## config.mk

```make
export PLATFORM = sky130hd
export DESIGN_NAME = plb_lookup_stage_mo
export DESIGN_NICKNAME = d
export VERILOG_FILES = /design/src/rtl/mpt_pkg.sv /design/src/rtl/plb_lookup_tracker.sv /design/src/rtl/plb_lookup_stage_mo.sv
export SDC_FILE = /design/constraint.sdc
export NUM_CORES = 1
export LEC_CHECK = 0
export ABC_AREA = 1
export CORE_UTILIZATION = 50
export DETAILED_ROUTE_END_ITERATION = 8
export HOLD_SLACK_MARGIN = 0.06
export PLACE_DENSITY_LB_ADDON = 0.12
export SYNTH_ARGS = -nofsm -noshare
export SYNTH_HDL_FRONTEND = slang
export SYNTH_HIERARCHICAL = 1
export SYNTH_SLANG_ARGS = --single-unit
```

## constraint.sdc

```tcl
create_clock -name clk_i -period 3.47 [get_ports clk_i]
set_input_delay 0.347 -clock clk_i [delete_from_list [all_inputs] [get_ports clk_i]]
set_output_delay 0.347 -clock clk_i [all_outputs]
set_load 0.01 [all_outputs]
```

## src/rtl/mpt_pkg.sv

```systemverilog
// Shared types for the MPT walker pipeline.
//   mptw_walking_e      : walking decision carried by a transaction
//   plb_lookup_req_t    : PLB lookup key {sdid, spa, access_type}, driven on the cache address
//   mptw_transaction_t  : pipeline transaction passed between walker stages
//   plb_track_entry_t   : one in-order tracker slot of the PLB lookup stage
package mpt_pkg;

   typedef enum logic {
      MPT_WALKING_DO   = 1'b0,
      MPT_WALKING_SKIP = 1'b1
   } mptw_walking_e;

   typedef struct packed {
      logic [5:0]  sdid;
      logic [19:0] spa;
      logic [1:0]  access_type;
   } plb_lookup_req_t;

   typedef struct packed {
      logic [2:0]    tag;
      logic [5:0]    sdid;
      logic [19:0]   spa;
      logic [1:0]    access_type;
      mptw_walking_e walking;
   } mptw_transaction_t;

   typedef struct packed {
      mptw_transaction_t txn;
      logic              hit;
      logic              rsp_v;
   } plb_track_entry_t;

   localparam int unsigned PLB_TRANSACTION_DATA_WIDTH = 8;
   localparam int unsigned PLB_TRANSACTION_ADDR_WIDTH = $bits(plb_lookup_req_t);

   function automatic plb_lookup_req_t plb_req_from_txn(input mptw_transaction_t t);
      plb_lookup_req_t r;
      r.sdid        = t.sdid;
      r.spa         = t.spa;
      r.access_type = t.access_type;
      return r;
   endfunction

   function automatic mptw_transaction_t mptw_resolve(input mptw_transaction_t t,
                                                      input logic              hit);
      mptw_transaction_t r;
      r         = t;
      r.walking = hit ? MPT_WALKING_SKIP : MPT_WALKING_DO;
      return r;
   endfunction

endpackage

```

## src/rtl/plb_lookup_tracker.sv

```systemverilog
// In-order tracker for granted PLB lookups.
//   clk_i, rst_ni   : clock, asynchronous active-low reset
//   push, push_txn  : store a newly granted transaction at the tail (response pending)
//   respond, respond_hit : cache response; fills the oldest pending entry, or is
//                     swallowed while stale responses from a flush are still due
//   pop             : retire the head entry
//   flush           : empty the tracker; pending lookups become stale responses to drain
//   head_valid      : head entry exists and holds its response
//   head_txn, head_hit : head entry contents
//   count, drain_cnt: tracked entries / stale responses still expected
//   orphan_rsp      : response arrived with nothing pending and nothing to drain
module plb_lookup_tracker
   import mpt_pkg::*;
#(
   parameter int unsigned DEPTH = 4
) (
   input  logic                     clk_i,
   input  logic                     rst_ni,
   input  logic                     push,
   input  mptw_transaction_t        push_txn,
   input  logic                     respond,
   input  logic                     respond_hit,
   input  logic                     pop,
   input  logic                     flush,
   output logic                     head_valid,
   output mptw_transaction_t        head_txn,
   output logic                     head_hit,
   output logic [$clog2(DEPTH):0]   count,
   output logic [$clog2(DEPTH):0]   drain_cnt,
   output logic                     orphan_rsp
);

   localparam int unsigned PW = $clog2(DEPTH);
   localparam int unsigned CW = PW + 1;

   plb_track_entry_t entry_q [DEPTH];
   logic [PW-1:0]    tail_q, rsp_q, head_q;
   logic [CW-1:0]    count_q, pend_q, drain_q;
   logic             rsp_live, rsp_dead;
   logic [CW-1:0]    pend_nxt;

   always_comb begin
      rsp_dead   = respond && (drain_q != '0);
      rsp_live   = respond && (drain_q == '0) && (pend_q != '0);
      orphan_rsp = respond && (drain_q == '0) && (pend_q == '0);
      pend_nxt   = pend_q + CW'(push) - CW'(rsp_live);
   end

   // Slots keep stale rsp_v after a pop, so the head is only valid while count is non-zero.
   always_comb begin
      head_valid = (count_q != '0) && entry_q[head_q].rsp_v;
      head_txn   = entry_q[head_q].txn;
      head_hit   = entry_q[head_q].hit;
      count      = count_q;
      drain_cnt  = drain_q;
   end

   always_ff @(posedge clk_i or negedge rst_ni) begin
      if (!rst_ni) begin
         tail_q  <= '0;
         rsp_q   <= '0;
         head_q  <= '0;
         count_q <= '0;
         pend_q  <= '0;
         drain_q <= '0;
         for (int unsigned i = 0; i < DEPTH; i++) begin
            entry_q[i] <= '0;
         end
      end else begin
         if (push) begin
            entry_q[tail_q] <= '{txn: push_txn, hit: 1'b0, rsp_v: 1'b0};
         end
         if (rsp_live) begin
            entry_q[rsp_q].hit   <= respond_hit;
            entry_q[rsp_q].rsp_v <= 1'b1;
         end
         if (flush) begin
            // Every lookup still awaiting its response (including one granted
            // this cycle) turns into a stale response that must be discarded.
            tail_q  <= '0;
            rsp_q   <= '0;
            head_q  <= '0;
            count_q <= '0;
            pend_q  <= '0;
            drain_q <= drain_q - CW'(rsp_dead) + pend_nxt;
         end else begin
            tail_q  <= tail_q + PW'(push);
            rsp_q   <= rsp_q + PW'(rsp_live);
            head_q  <= head_q + PW'(pop);
            count_q <= count_q + CW'(push) - CW'(pop);
            pend_q  <= pend_nxt;
            drain_q <= drain_q - CW'(rsp_dead);
         end
      end
   end

endmodule

```

## src/rtl/plb_lookup_stage_mo.sv

```systemverilog
// Multi-outstanding PLB lookup stage of the MPT walker pipeline.
// Issues pipelined PLB reads keyed on {sdid, spa, access_type}; rdata[0] is the hit
// bit. Granted lookups are tracked in order and leave with walking = SKIP on a hit,
// DO on a miss.
//   clk_i, rst_ni                         : clock, asynchronous active-low reset
//   plb_lookup_slave_valid/ready/data     : upstream transaction (accepted on cache grant)
//   plb_lookup_master_valid/ready/data    : downstream transaction, walking resolved
//   plb_lookup_ctrl_flush                 : drop all tracked and in-flight lookups
//   plb_lookup_ctrl_stall                 : freeze issue and output
//   plb_cache_mem_req/gnt/addr            : read request channel
//   plb_cache_mem_we/be/wdata             : write side, unused (tied 0)
//   plb_cache_mem_valid/rdata             : in-order read responses
module plb_lookup_stage_mo
   import mpt_pkg::*;
#(
   parameter int unsigned PIPELINE_SLAVE_DATA_WIDTH  = 32,
   parameter int unsigned PIPELINE_MASTER_DATA_WIDTH = 32,
   parameter int unsigned MAX_OUTSTANDING            = 4
) (
   input  logic                                  clk_i,
   input  logic                                  rst_ni,
   input  logic                                  plb_lookup_slave_valid,
   output logic                                  plb_lookup_slave_ready,
   input  logic [PIPELINE_SLAVE_DATA_WIDTH-1:0]  plb_lookup_slave_data,
   output logic                                  plb_lookup_master_valid,
   input  logic                                  plb_lookup_master_ready,
   output logic [PIPELINE_MASTER_DATA_WIDTH-1:0] plb_lookup_master_data,
   input  logic                                  plb_lookup_ctrl_flush,
   input  logic                                  plb_lookup_ctrl_stall,
   output logic                                  plb_cache_mem_req,
   input  logic                                  plb_cache_mem_gnt,
   output logic [PLB_TRANSACTION_ADDR_WIDTH-1:0] plb_cache_mem_addr,
   output logic                                  plb_cache_mem_we,
   output logic                                  plb_cache_mem_be,
   output logic [PLB_TRANSACTION_DATA_WIDTH-1:0] plb_cache_mem_wdata,
   input  logic                                  plb_cache_mem_valid,
   input  logic [PLB_TRANSACTION_DATA_WIDTH-1:0] plb_cache_mem_rdata
);

   localparam int unsigned TXN_W = $bits(mptw_transaction_t);
   localparam int unsigned CW    = $clog2(MAX_OUTSTANDING) + 1;
   localparam int unsigned BW    = CW + 1;

   mptw_transaction_t in_txn, out_txn, head_txn;
   logic              head_valid, head_hit;
   logic              push, pop, orphan_rsp;
   logic [CW-1:0]     count, drain_cnt;
   logic [BW-1:0]     budget;
   logic              unused_rdata;

   // Stale responses still occupy cache slots, so they count against the issue budget.
   always_comb begin
      in_txn  = mptw_transaction_t'(plb_lookup_slave_data[TXN_W-1:0]);
      budget  = BW'(count) + BW'(drain_cnt);
      plb_cache_mem_req = rst_ni && plb_lookup_slave_valid && !plb_lookup_ctrl_stall &&
                          !plb_lookup_ctrl_flush && (budget < BW'(MAX_OUTSTANDING));
      plb_cache_mem_addr     = plb_req_from_txn(in_txn);
      plb_lookup_slave_ready = plb_cache_mem_req && plb_cache_mem_gnt;
      push                   = plb_lookup_slave_ready;
      plb_cache_mem_we       = 1'b0;
      plb_cache_mem_be       = 1'b0;
      plb_cache_mem_wdata    = '0;
   end

   always_comb begin
      plb_lookup_master_valid = head_valid && !plb_lookup_ctrl_stall;
      pop                     = plb_lookup_master_valid && plb_lookup_master_ready;
      out_txn                 = mptw_resolve(head_txn, head_hit);
      plb_lookup_master_data  = '0;
      plb_lookup_master_data[TXN_W-1:0] = out_txn;
   end

   assign unused_rdata = ^plb_cache_mem_rdata[PLB_TRANSACTION_DATA_WIDTH-1:1];

   plb_lookup_tracker #(
      .DEPTH (MAX_OUTSTANDING)
   ) u_tracker (
      .clk_i       (clk_i),
      .rst_ni      (rst_ni),
      .push        (push),
      .push_txn    (in_txn),
      .respond     (plb_cache_mem_valid),
      .respond_hit (plb_cache_mem_rdata[0]),
      .pop         (pop),
      .flush       (plb_lookup_ctrl_flush),
      .head_valid  (head_valid),
      .head_txn    (head_txn),
      .head_hit    (head_hit),
      .count       (count),
      .drain_cnt   (drain_cnt),
      .orphan_rsp  (orphan_rsp)
   );

   // A response with nothing pending and nothing to drain breaks the cache protocol; it is ignored.
   a_no_orphan_rsp: assert property (@(posedge clk_i) disable iff (!rst_ni) !orphan_rsp);

   a_issue_budget: assert property (@(posedge clk_i) disable iff (!rst_ni)
                                    budget <= BW'(MAX_OUTSTANDING));

endmodule
```

### Yosys cells after proc, flatten, opt, wreduce, memory -nomap -nowiden

Cells that the tools add are included.
Widths: inputs -> output; s select.

* shift-type cells: 0
* bitwise gates (word level): 3
* mux-type cells: 21
* $lt $le $gt $ge: 6
* reduce and logical (&&, ||, !) cells: 19
* multiply operators: 0
* eq/ne operators: 0
* $add $sub $neg: 10
* div/mod/pow operators: 0

Operators with widths (count)
* $bwmux 136: 3
* $mux 136: 2
* $demux 34 s2: 3
* $mux 34: 3
* $bmux 34 s2: 1
* $logic_and 1x1->1: 13
* $ge 3x3->1 const B: 3
* $mux 3: 3
* $not 2->3: 3
* $reduce_bool 3->1: 3
* $sub 3x1->3: 3
* $mux 2: 4
* $add 2x1->2: 3
* $add 3x1->3: 2
* $lt 3x1->1 const B: 2
* $add 3x3->4: 1
* $lt 4x3->1 const B: 1
* $add 3x3->3: 1
* $logic_not 3->1: 1
* $logic_not 1->1: 2
* $mux 1: 2

* bits in latches: 0
* input bits: 48
* word-level logic and storage cells: 93
* bits in registers: 151
* bits in read-only memories: 0
* memories: 0
* bits in writable memories: 0

### Logic depth before layout (Yosys ltp)

Gate-level depths: netlist of the first run.

* depth after elaboration: 10
* depth in mapped cells: 16
* gate-level depth less buffers: 16

### By module

The synthesis of the first run kept the hierarchy.

By module, submodules not included
* plb_lookup_tracker: times used 1, cells each 786, area each 6782.8 µm², sequential area each 3778.6 µm²
* plb_lookup_stage_mo: times used 1, cells each 56, area each 399.1 µm², sequential area each 0.0 µm²

### Worst setup path before layout of the first run

No wires, ideal clock.

* kind: reg2reg
* from: register u_tracker.count_q[1], in the netlist u_tracker/count[1]
* to: register u_tracker.drain_q[2], in the netlist u_tracker/drain_cnt[2]
* arrival time: 2700 ps
* buffers on the path: 0
* required time: 3353 ps
* library setup time: 117 ps
* stages on the path, launching flop included: 14
* slack: 653 ps
* clock period less this slack: 2817 ps
* cells stage by stage: dfrtp_1 -> ha_1 -> nand3_2 -> nand3_2 -> nor3_2 -> ha_1 -> inv_1 -> fa_1 -> inv_1 -> fa_1 -> nand3_1 -> nand3_1 -> nand2_1 -> nand2_1

* word-level cells in the longest chain between the ends: 8

RTL lines
* from (decl): line plb_lookup_tracker.sv:38 `logic [CW-1:0] count_q, pend_q, drain_q;`
* from (signal assigned): line plb_lookup_tracker.sv:90 `count_q <= count_q + CW'(push) - CW'(pop);`
* $add 3x3->4: line plb_lookup_stage_mo.sv:54 `budget = BW'(count) + BW'(drain_cnt);`
* $lt 4x3->1: line plb_lookup_stage_mo.sv:56 `!plb_lookup_ctrl_flush && (budget < BW'(MAX_OUTSTANDING));`
* $logic_and 1x1->1: line plb_lookup_stage_mo.sv:56
* $logic_and 1x1->1: line plb_lookup_stage_mo.sv:58 `plb_lookup_slave_ready = plb_cache_mem_req && plb_cache_mem_gnt;`
* net plb_lookup_slave_ready: line plb_lookup_stage_mo.sv:23 `output logic plb_lookup_slave_ready,`
* $add 3x1->3: line plb_lookup_tracker.sv:46 `pend_nxt = pend_q + CW'(push) - CW'(rsp_live);`
* $sub 3x1->3: line plb_lookup_tracker.sv:46
* $add 3x3->3: line plb_lookup_tracker.sv:85 `drain_q <= drain_q - CW'(rsp_dead) + pend_nxt;`
* $mux 3: line plb_lookup_tracker.sv:77 `if (flush) begin`
* to (signal assigned): line plb_lookup_tracker.sv:85
* to (signal assigned): line plb_lookup_tracker.sv:92 `drain_q <= drain_q - CW'(rsp_dead);`
* to (decl): line plb_lookup_tracker.sv:38

The timed path passes the listed nets, and every way through them passes these cells.

### Worst setup path in the final report of the first run

* from: register u_tracker.drain_q[1], in the netlist u_tracker/drain_cnt[1]
* to: register u_tracker.drain_q[2], in the netlist u_tracker/drain_cnt[2]

* word-level cells in the longest chain between the ends: 8

RTL lines (line)
* $add 3x3->4: plb_lookup_stage_mo.sv:54
* $lt 4x3->1: plb_lookup_stage_mo.sv:56
* $logic_and 1x1->1: plb_lookup_stage_mo.sv:56
* $logic_and 1x1->1: plb_lookup_stage_mo.sv:58
* $add 3x1->3: plb_lookup_tracker.sv:46
* $sub 3x1->3: plb_lookup_tracker.sv:46
* $add 3x3->3: plb_lookup_tracker.sv:85
* $mux 3 (*): plb_lookup_tracker.sv:77

Every way passes the cells marked *; elsewhere a longest branch is shown, timed or not.

==> results of run 1 <==
==> final cells by class <==
| cell class | count | area [um^2] |
|---|---|---|
| Clock inverter | 9 | 104 |
| Timing Repair Buffer | 115 | 1140 |
| Tap cell | 176 | 220 |
| Inverter | 67 | 251 |
| Fill cell | 1159 | 5000 |
| Clock buffer | 23 | 478 |
| Multi-Input combinational cell | 527 | 2570 |
| Sequential cell | 147 | 3680 |
==> worst max path at each step <==
stage                                           startpoint                          endpoint  slack (ns)  depth (start not counted)
after floorplan               u_tracker/count[1]$_DFF_PN0_  u_tracker/drain_cnt[2]$_DFF_PN0_        0.65                         13
after global placement                 plb_cache_mem_valid  u_tracker/drain_cnt[2]$_DFF_PN0_        0.35                         14
after detailed placement               plb_cache_mem_valid  u_tracker/drain_cnt[2]$_DFF_PN0_        0.28                         14
after CTS                 u_tracker/drain_cnt[1]$_DFF_PN0_  u_tracker/drain_cnt[2]$_DFF_PN0_        0.51                         14
after global routing      u_tracker/drain_cnt[0]$_DFF_PN0_  u_tracker/drain_cnt[2]$_DFF_PN0_        0.28                         14
final                     u_tracker/drain_cnt[1]$_DFF_PN0_  u_tracker/drain_cnt[2]$_DFF_PN0_        0.50                         14
==> per-layer routing <==
metal / global-route usage, % / vias up
li1: - / 2741
met1: 31.5 / 2714
met2: 38.0 / 146
met3: 4.34 / 19
met4: 7.25 / 0
met5: 0 / -
==> per-stage QoR <==
| step | setup WS, ns | hold slack [ns] |
|---|---|---|
| after floorplan | 0.653 | 0.0514 |
| after global placement | 0.348 | 0.461 |
| after detailed placement | 0.282 | 0.468 |
| after CTS | 0.510 | 0.124 |
| after global routing | 0.281 | 0.101 |
| final | 0.504 | 0.0491 |
==> report_power, final <==
part | switching (uW) | internal, uW
combinational | 531 | 593
clock | 683 | 1110
sequential | 122 | 1920
==> critical path, stage by stage, from the launching register on <==
cell and delay, ns:
sky130_fd_sc_hd__dfrtp_1 0.40, sky130_fd_sc_hd__nor3_2 0.24, sky130_fd_sc_hd__nand3_2 0.19, sky130_fd_sc_hd__inv_1 0.21
sky130_fd_sc_hd__ha_1 0.26, sky130_fd_sc_hd__inv_1 0.07, sky130_fd_sc_hd__ha_1 0.14, sky130_fd_sc_hd__inv_1 0.05
sky130_fd_sc_hd__fa_1 0.50, sky130_fd_sc_hd__inv_1 0.06, sky130_fd_sc_hd__fa_1 0.43, sky130_fd_sc_hd__nand3_1 0.12
sky130_fd_sc_hd__nand3_1 0.09, sky130_fd_sc_hd__nand2_1 0.06, sky130_fd_sc_hd__nand2_1 0.04
==> metrics.json, run 1 <==
{
  "result_of_the_run": {"value": "completed"},
  "slew_headroom": {"value": 45.2, "unit": "%"},
  "critPathMaxFanout": {"value": 9},
  "timing.setup.tns": {"value": 0, "unit": "ns"},
  "syn_avg_cell_area": {"value": 8.53, "unit": "um^2"},
  "reg2regPathDepth": {"value": 14},
  "routed_wl": {"value": 15900, "unit": "um"},
  "cts_root_buf": {"value": "sky130_fd_sc_hd__clkbuf_16"},
  "first_pass_iteration_count_of_the_detailed_router": {"value": 5},
  "core-area": {"value": 13500, "unit": "um^2"},
  "postCtsResizedCells": {"value": 0},
  "regToRegSetupSlack": {"value": 0.50, "unit": "ns"},
  "layoutNonFillerInstCount": {"value": 1064},
  "layout_min_cycle_time": {"value": 2.97, "unit": "ns"},
  "cts_sink_count": {"value": 147},
  "cellLeakagePower": {"value": 0.00402, "unit": "uW"},
  "clock_skew": {"value": 0.00847, "unit": "ns"},
  "grt_antenna_before_repair": {"value": 0},
  "dieArea": {"value": 14500, "unit": "um^2"},
  "vias_in_the_first_global_route": {"value": 5441},
  "cts_setup_buffers": {"value": 0},
  "setup_viol_count_final": {"value": 0},
  "ant_nets": {"value": 0},
  "slew_viol_final": {"value": 0},
  "cts.reportedPaths.clkPinSlew": {"value": 0.06, "unit": "ns"},
  "max_cap_viol_count": {"value": 0},
  "max-vdd-ir-drop": {"value": 0.376, "unit": "mV"},
  "port_buffers": {"value": 102},
  "post_dp_cell_area": {"value": 7870, "unit": "um^2"},
  "dpl.hpwl": {"value": 9580, "unit": "um"},
  "timing.rr.start": {"value": "u_tracker/drain_cnt[1]$_DFF_PN0_"},
  "critical_path_required": {"value": 3.78, "unit": "ns"},
  "wl_met1": {"value": 7280, "unit": "um"},
  "grt_start_max_net_pins": {"value": 148},
  "crit_arrival": {"value": 3.27, "unit": "ns"},
  "mostFrequentLayoutCell": {"value": "sky130_fd_sc_hd__o21ai_0"},
  "drc": {"value": 0},
  "synthesis.yosys.warnings": {"value": 6},
  "worst_pin_slew": {"value": 0.822, "unit": "ns"},
  "met2_routed_wl": {"value": 7720, "unit": "um"},
  "powerDensity": {"value": 588, "unit": "nW/um^2"},
  "cts_tree": {"value": "yes"},
  "routed_via_density": {"value": 5.28},
  "worstSkewPairLatency": {"value": 0.42, "unit": "ns"},
  "die_h": {"value": 120, "unit": "um"},
  "critical_path_endpoint_category": {"value": "flip-flop"},
  "grt_util_all_layers": {"value": 23.3, "unit": "%"},
  "rsz_0062_raised_after_global_routing": {"value": "false"},
  "wl_per_cell": {"value": 15.0, "unit": "um"},
  "critical_path.startpoint_type": {"value": "flip-flop"},
  "max_freq": {"value": 0.337, "unit": "GHz"},
  "dp_cells": {"value": 1032},
  "layout_nets": {"value": 938},
  "cts-htree-levels": {"value": 4},
  "pin_count": {"value": 121},
  "die_w": {"value": 120, "unit": "um"},
  "finalHoldViolCount": {"value": 0},
  "worstReg2RegEnd": {"value": "u_tracker/drain_cnt[2]$_DFF_PN0_"},
  "post_route_cells_drive_above_1_share": {"value": 6.31, "unit": "%"},
  "grt_pass1_wl": {"value": 26500, "unit": "um"},
  "cts.hold.buffers_added": {"value": 0},
  "timing.hold.worst.class": {"value": "in -> async"},
  "gp_congestion": {"value": 0.813},
  "areaGrowthSynthToFinish": {"value": 20.5, "unit": "%"},
  "first_iter_violations": {"value": 478},
  "postSynthCellCount": {"value": 822},
  "netlist_area": {"value": 7010, "unit": "um^2"},
  "dr.max_layer_used": {"value": "met4"},
  "utilization": {"value": 62.8, "unit": "%"},
  "path_class": {"value": "reg -> reg"},
  "detailroute.wirelength.met3": {"value": 720, "unit": "um"},
  "finish.instance_area": {"value": 8450, "unit": "um^2"},
  "layout_common_cells": {"value": "sky130_fd_sc_hd__o21ai_0 (200), sky130_fd_sc_hd__nand2_1 (154), sky130_fd_sc_hd__dfrtp_1 (146)"},
  "grt_overflow": {"value": 0},
  "vias": {"value": 5620},
  "cts_buffers": {"value": 17},
  "start_util": {"value": 52.1, "unit": "%"},
  "cts_max_path_buffers": {"value": 2},
  "rows": {"value": 42},
  "antennaDiodeCount": {"value": 0},
  "totalPowerFinal": {"value": 4960, "unit": "uW"},
  "final.period_utilization": {"value": 85.5, "unit": "%"}
}
Power figures use the tool's default switching activity.
==> inputs of run 2 (changes only) <==
==> constraint.sdc (replaced) <==
create_clock -name clk_i -period 3.85 [get_ports clk_i]
set_input_delay 0.385 -clock clk_i [delete_from_list [all_inputs] [get_ports clk_i]]
set_output_delay 0.385 -clock clk_i [all_outputs]
set_load 0.01 [all_outputs]
==> metrics.json, run 2 (synthesis results as in run 1) <==
{
  "cts_buffers": {"value": 17, "change": "unchanged"},
  "cellLeakagePower": {"value": 0.00405, "unit": "uW", "change": "was 0.00402 uW"},
  "post_route_cells_drive_above_1_share": {"value": 6.95, "unit": "%", "change": "was 6.31%"},
  "pin_count": {"value": 121, "change": "unchanged"},
  "finalWorstSetupSlack": {"value": 0.812, "unit": "ns", "change": "was 0.504 ns"},
  "first_iter_violations": {"value": 491, "change": "was 478"},
  "finalHoldViolCount": {"value": 0, "change": "unchanged"},
  "timing.rr.start": {"value": "u_tracker/drain_cnt[1]$_DFF_PN0_", "change": "unchanged"},
  "postCtsResizedCells": {"value": 0, "change": "unchanged"},
  "share_comb_of_total_power": {"value": 22.3, "unit": "%", "change": "was 22.6%"},
  "critical_path_endpoint_category": {"value": "flip-flop", "change": "unchanged"},
  "critical_path.startpoint_type": {"value": "flip-flop", "change": "unchanged"},
  "dieArea": {"value": 14500, "unit": "um^2", "change": "unchanged"},
  "cts-htree-levels": {"value": 4, "change": "unchanged"},
  "critPathMaxFanout": {"value": 9, "change": "unchanged"},
  "power.switching": {"value": 1210, "unit": "uW", "change": "was 1340 uW"},
  "routed_via_density": {"value": 5.31, "change": "was 5.28"},
  "area_used_by_multi_input_combinational_logic": {"value": 2570, "unit": "um^2", "change": "unchanged"},
  "crit_arrival": {"value": 3.34, "unit": "ns", "change": "was 3.27 ns"},
  "wl_per_cell": {"value": 14.8, "unit": "um", "change": "was 15.0 um"},
  "grt.busiest_layer": {"value": "met2", "change": "unchanged"},
  "clock_skew": {"value": 0.00802, "unit": "ns", "change": "was 0.00847 ns"},
  "regToRegSetupSlack": {"value": 0.81, "unit": "ns", "change": "was 0.50 ns"},
  "layout.area.seq": {"value": 3680, "unit": "um^2", "change": "unchanged"},
  "gr-usage-met1": {"value": 31.0, "unit": "%", "change": "was 31.5%"},
  "cts_tree": {"value": "yes", "change": "unchanged"},
  "max-vdd-ir-drop": {"value": 0.319, "unit": "mV", "change": "was 0.376 mV"},
  "layout_common_cells": {"value": "sky130_fd_sc_hd__o21ai_0 (200), sky130_fd_sc_hd__nand2_1 (154), sky130_fd_sc_hd__dfrtp_1 (146)", "change": "unchanged"},
  "nFillCells": {"value": 1147, "change": "was 1159"},
  "vias": {"value": 5667, "change": "was 5620"},
  "max_freq": {"value": 0.329, "unit": "GHz", "change": "was 0.337 GHz"},
  "power.clock.fraction": {"value": 36.9, "unit": "%", "change": "was 36.1%"},
  "cts_root_buf": {"value": "sky130_fd_sc_hd__clkbuf_16", "change": "unchanged"},
  "netSwitchingFraction": {"value": 26.9, "unit": "%", "change": "about the same"},
  "critical_path_required": {"value": 4.15, "unit": "ns", "change": "was 3.78 ns"},
  "vias_in_the_first_global_route": {"value": 5504, "change": "was 5441"},
  "grt.met3_usage": {"value": 5.71, "unit": "%", "change": "was 4.34%"},
  "grt_antenna_before_repair": {"value": 0, "change": "unchanged"},
  "die_h": {"value": 120, "unit": "um", "change": "unchanged"},
  "cts.reportedPaths.clkPinSlew": {"value": 0.06, "unit": "ns", "change": "about the same"},
  "areaGrowthSynthToFinish": {"value": 21.2, "unit": "%", "change": "was 20.5%"},
  "dp_slack": {"value": 0.600, "unit": "ns", "change": "was 0.282 ns"},
  "rows": {"value": 42, "change": "unchanged"},
  "layout_nets": {"value": 942, "change": "was 938"},
  "timing.hold.worst.class": {"value": "in -> async", "change": "unchanged"},
  "slew_viol_final": {"value": 0, "change": "unchanged"},
  "grt_start_max_net_pins": {"value": 80, "change": "was 148"},
  "first_pass_iteration_count_of_the_detailed_router": {"value": 5, "change": "unchanged"},
  "result_of_the_run": {"value": "completed", "change": "unchanged"},
  "cts_sink_count": {"value": 147, "change": "unchanged"},
  "groute.layer.met2.usage": {"value": 38.6, "unit": "%", "change": "was 38.0%"},
  "port_buffers": {"value": 102, "change": "unchanged"},
  "cts.hold.buffers_added": {"value": 0, "change": "unchanged"},
  "grt_util_all_layers": {"value": 23.5, "unit": "%", "change": "was 23.3%"},
  "timing.setup.tns": {"value": 0, "unit": "ns", "change": "unchanged"},
  "drc": {"value": 0, "change": "unchanged"},
  "die_w": {"value": 120, "unit": "um", "change": "unchanged"},
  "timing.hold.ws": {"value": 0.163, "unit": "ns", "change": "was 0.0491 ns"},
  "worst_pin_slew": {"value": 0.982, "unit": "ns", "change": "was 0.822 ns"},
  "slew_headroom": {"value": 34.5, "unit": "%", "change": "was 45.2%"},
  "antennaDiodeCount": {"value": 0, "change": "unchanged"},
  "mostFrequentLayoutCell": {"value": "sky130_fd_sc_hd__o21ai_0", "change": "unchanged"},
  "power_frac_seq": {"value": 40.8, "unit": "%", "change": "was 41.2%"},
  "power.internal": {"value": 3300, "unit": "uW", "change": "was 3630 uW"},
  "layout_min_cycle_time": {"value": 3.04, "unit": "ns", "change": "was 2.97 ns"},
  "path_class": {"value": "reg -> reg", "change": "unchanged"},
  "rsz_0062_raised_after_global_routing": {"value": "false", "change": "unchanged"},
  "worstReg2RegEnd": {"value": "u_tracker/drain_cnt[2]$_DFF_PN0_", "change": "unchanged"},
  "powerDensity": {"value": 531, "unit": "nW/um^2", "change": "was 588 nW/um^2"},
  "final.period_utilization": {"value": 78.9, "unit": "%", "change": "was 85.5%"},
  "setup_viol_count_final": {"value": 0, "change": "unchanged"},
  "grt_pass1_wl": {"value": 26500, "unit": "um", "change": "about the same"},
  "routed_wl": {"value": 15800, "unit": "um", "change": "was 15900 um"},
  "cts_setup_buffers": {"value": 0, "change": "unchanged"},
  "worstSkewPairLatency": {"value": 0.42, "unit": "ns", "change": "about the same"},
  "start_util": {"value": 52.1, "unit": "%", "change": "unchanged"},
  "dpl.hpwl": {"value": 9810, "unit": "um", "change": "was 9580 um"},
  "reg2regPathDepth": {"value": 14, "change": "unchanged"},
  "max_cap_viol_count": {"value": 0, "change": "unchanged"},
  "gp_congestion": {"value": 0.785, "change": "was 0.813"},
  "core-area": {"value": 13500, "unit": "um^2", "change": "unchanged"},
  "grt_overflow": {"value": 0, "change": "unchanged"},
  "ant_nets": {"value": 0, "change": "unchanged"},
  "cts_max_path_buffers": {"value": 2, "change": "unchanged"}
}
-- run 2: stage by stage --
stage / instances / power [uW] / util (%) / cell area (um^2)
2_1_floorplan: 831 / 2390 / - / 7050
3_3_place_gp: 1036 / 2850 / 58.7 / 7900
3_5_place_dp: 1036 / 2880 / 58.7 / 7900
4_1_cts: 1068 / 4560 / 63.2 / 8500
5_1_grt: 1068 / 4750 / 63.2 / 8500
6_report: 1068 / 4520 / 63.2 / 8500
-- run 2: final cells by class --
cell class,instances,share of cell area (%)
clock buffer,19,5.21
sequential,147,43.3
clock inverter,13,1.88
inverter,67,2.96
timing repair buffer,119,13.8
tap,176,2.59
multi-input combinational,527,30.2
-- run 2: metal layers --
metal	vias up	share of wire (%)
met1	2705	44
met3	23	5.4
met5	-	0
met2	189	49
met4	0	1.5
li1	2750	-
-- run 2: worst max path at each step --
stage,from,to
finish,u_tracker/drain_cnt[1]$_DFF_PN0_,u_tracker/drain_cnt[2]$_DFF_PN0_
global route,u_tracker/drain_cnt[1]$_DFF_PN0_,u_tracker/drain_cnt[2]$_DFF_PN0_
CTS,u_tracker/drain_cnt[1]$_DFF_PN0_,u_tracker/drain_cnt[2]$_DFF_PN0_
detailed placement,plb_cache_mem_valid,u_tracker/drain_cnt[2]$_DFF_PN0_
global placement,plb_cache_mem_valid,u_tracker/drain_cnt[2]$_DFF_PN0_
floorplan,u_tracker/count[1]$_DFF_PN0_,u_tracker/drain_cnt[2]$_DFF_PN0_
-- run 2: critical path, cell delays in order (launching register included) --
cell and delay (ns):
sky130_fd_sc_hd__dfrtp_1 0.40, sky130_fd_sc_hd__nor3_2 0.24, sky130_fd_sc_hd__nand3_2 0.22, sky130_fd_sc_hd__inv_1 0.23, sky130_fd_sc_hd__ha_1 0.26, sky130_fd_sc_hd__inv_1 0.05, sky130_fd_sc_hd__ha_1 0.13, sky130_fd_sc_hd__inv_1 0.05
sky130_fd_sc_hd__fa_1 0.51, sky130_fd_sc_hd__inv_1 0.08, sky130_fd_sc_hd__fa_1 0.44, sky130_fd_sc_hd__nand3_1 0.12, sky130_fd_sc_hd__nand3_1 0.08, sky130_fd_sc_hd__nand2_1 0.07, sky130_fd_sc_hd__nand2_1 0.04
-- run 2: power by group through the flow --
stage	Combinational [uW]	Clock (uW)	Sequential (uW)
6_report	1010	1670	1840
5_1_grt	1120	1760	1860
4_1_cts	1020	1690	1840
3_5_place_dp	1010	0	1870
3_3_place_gp	995	0	1860
2_1_floorplan	542	0	1840
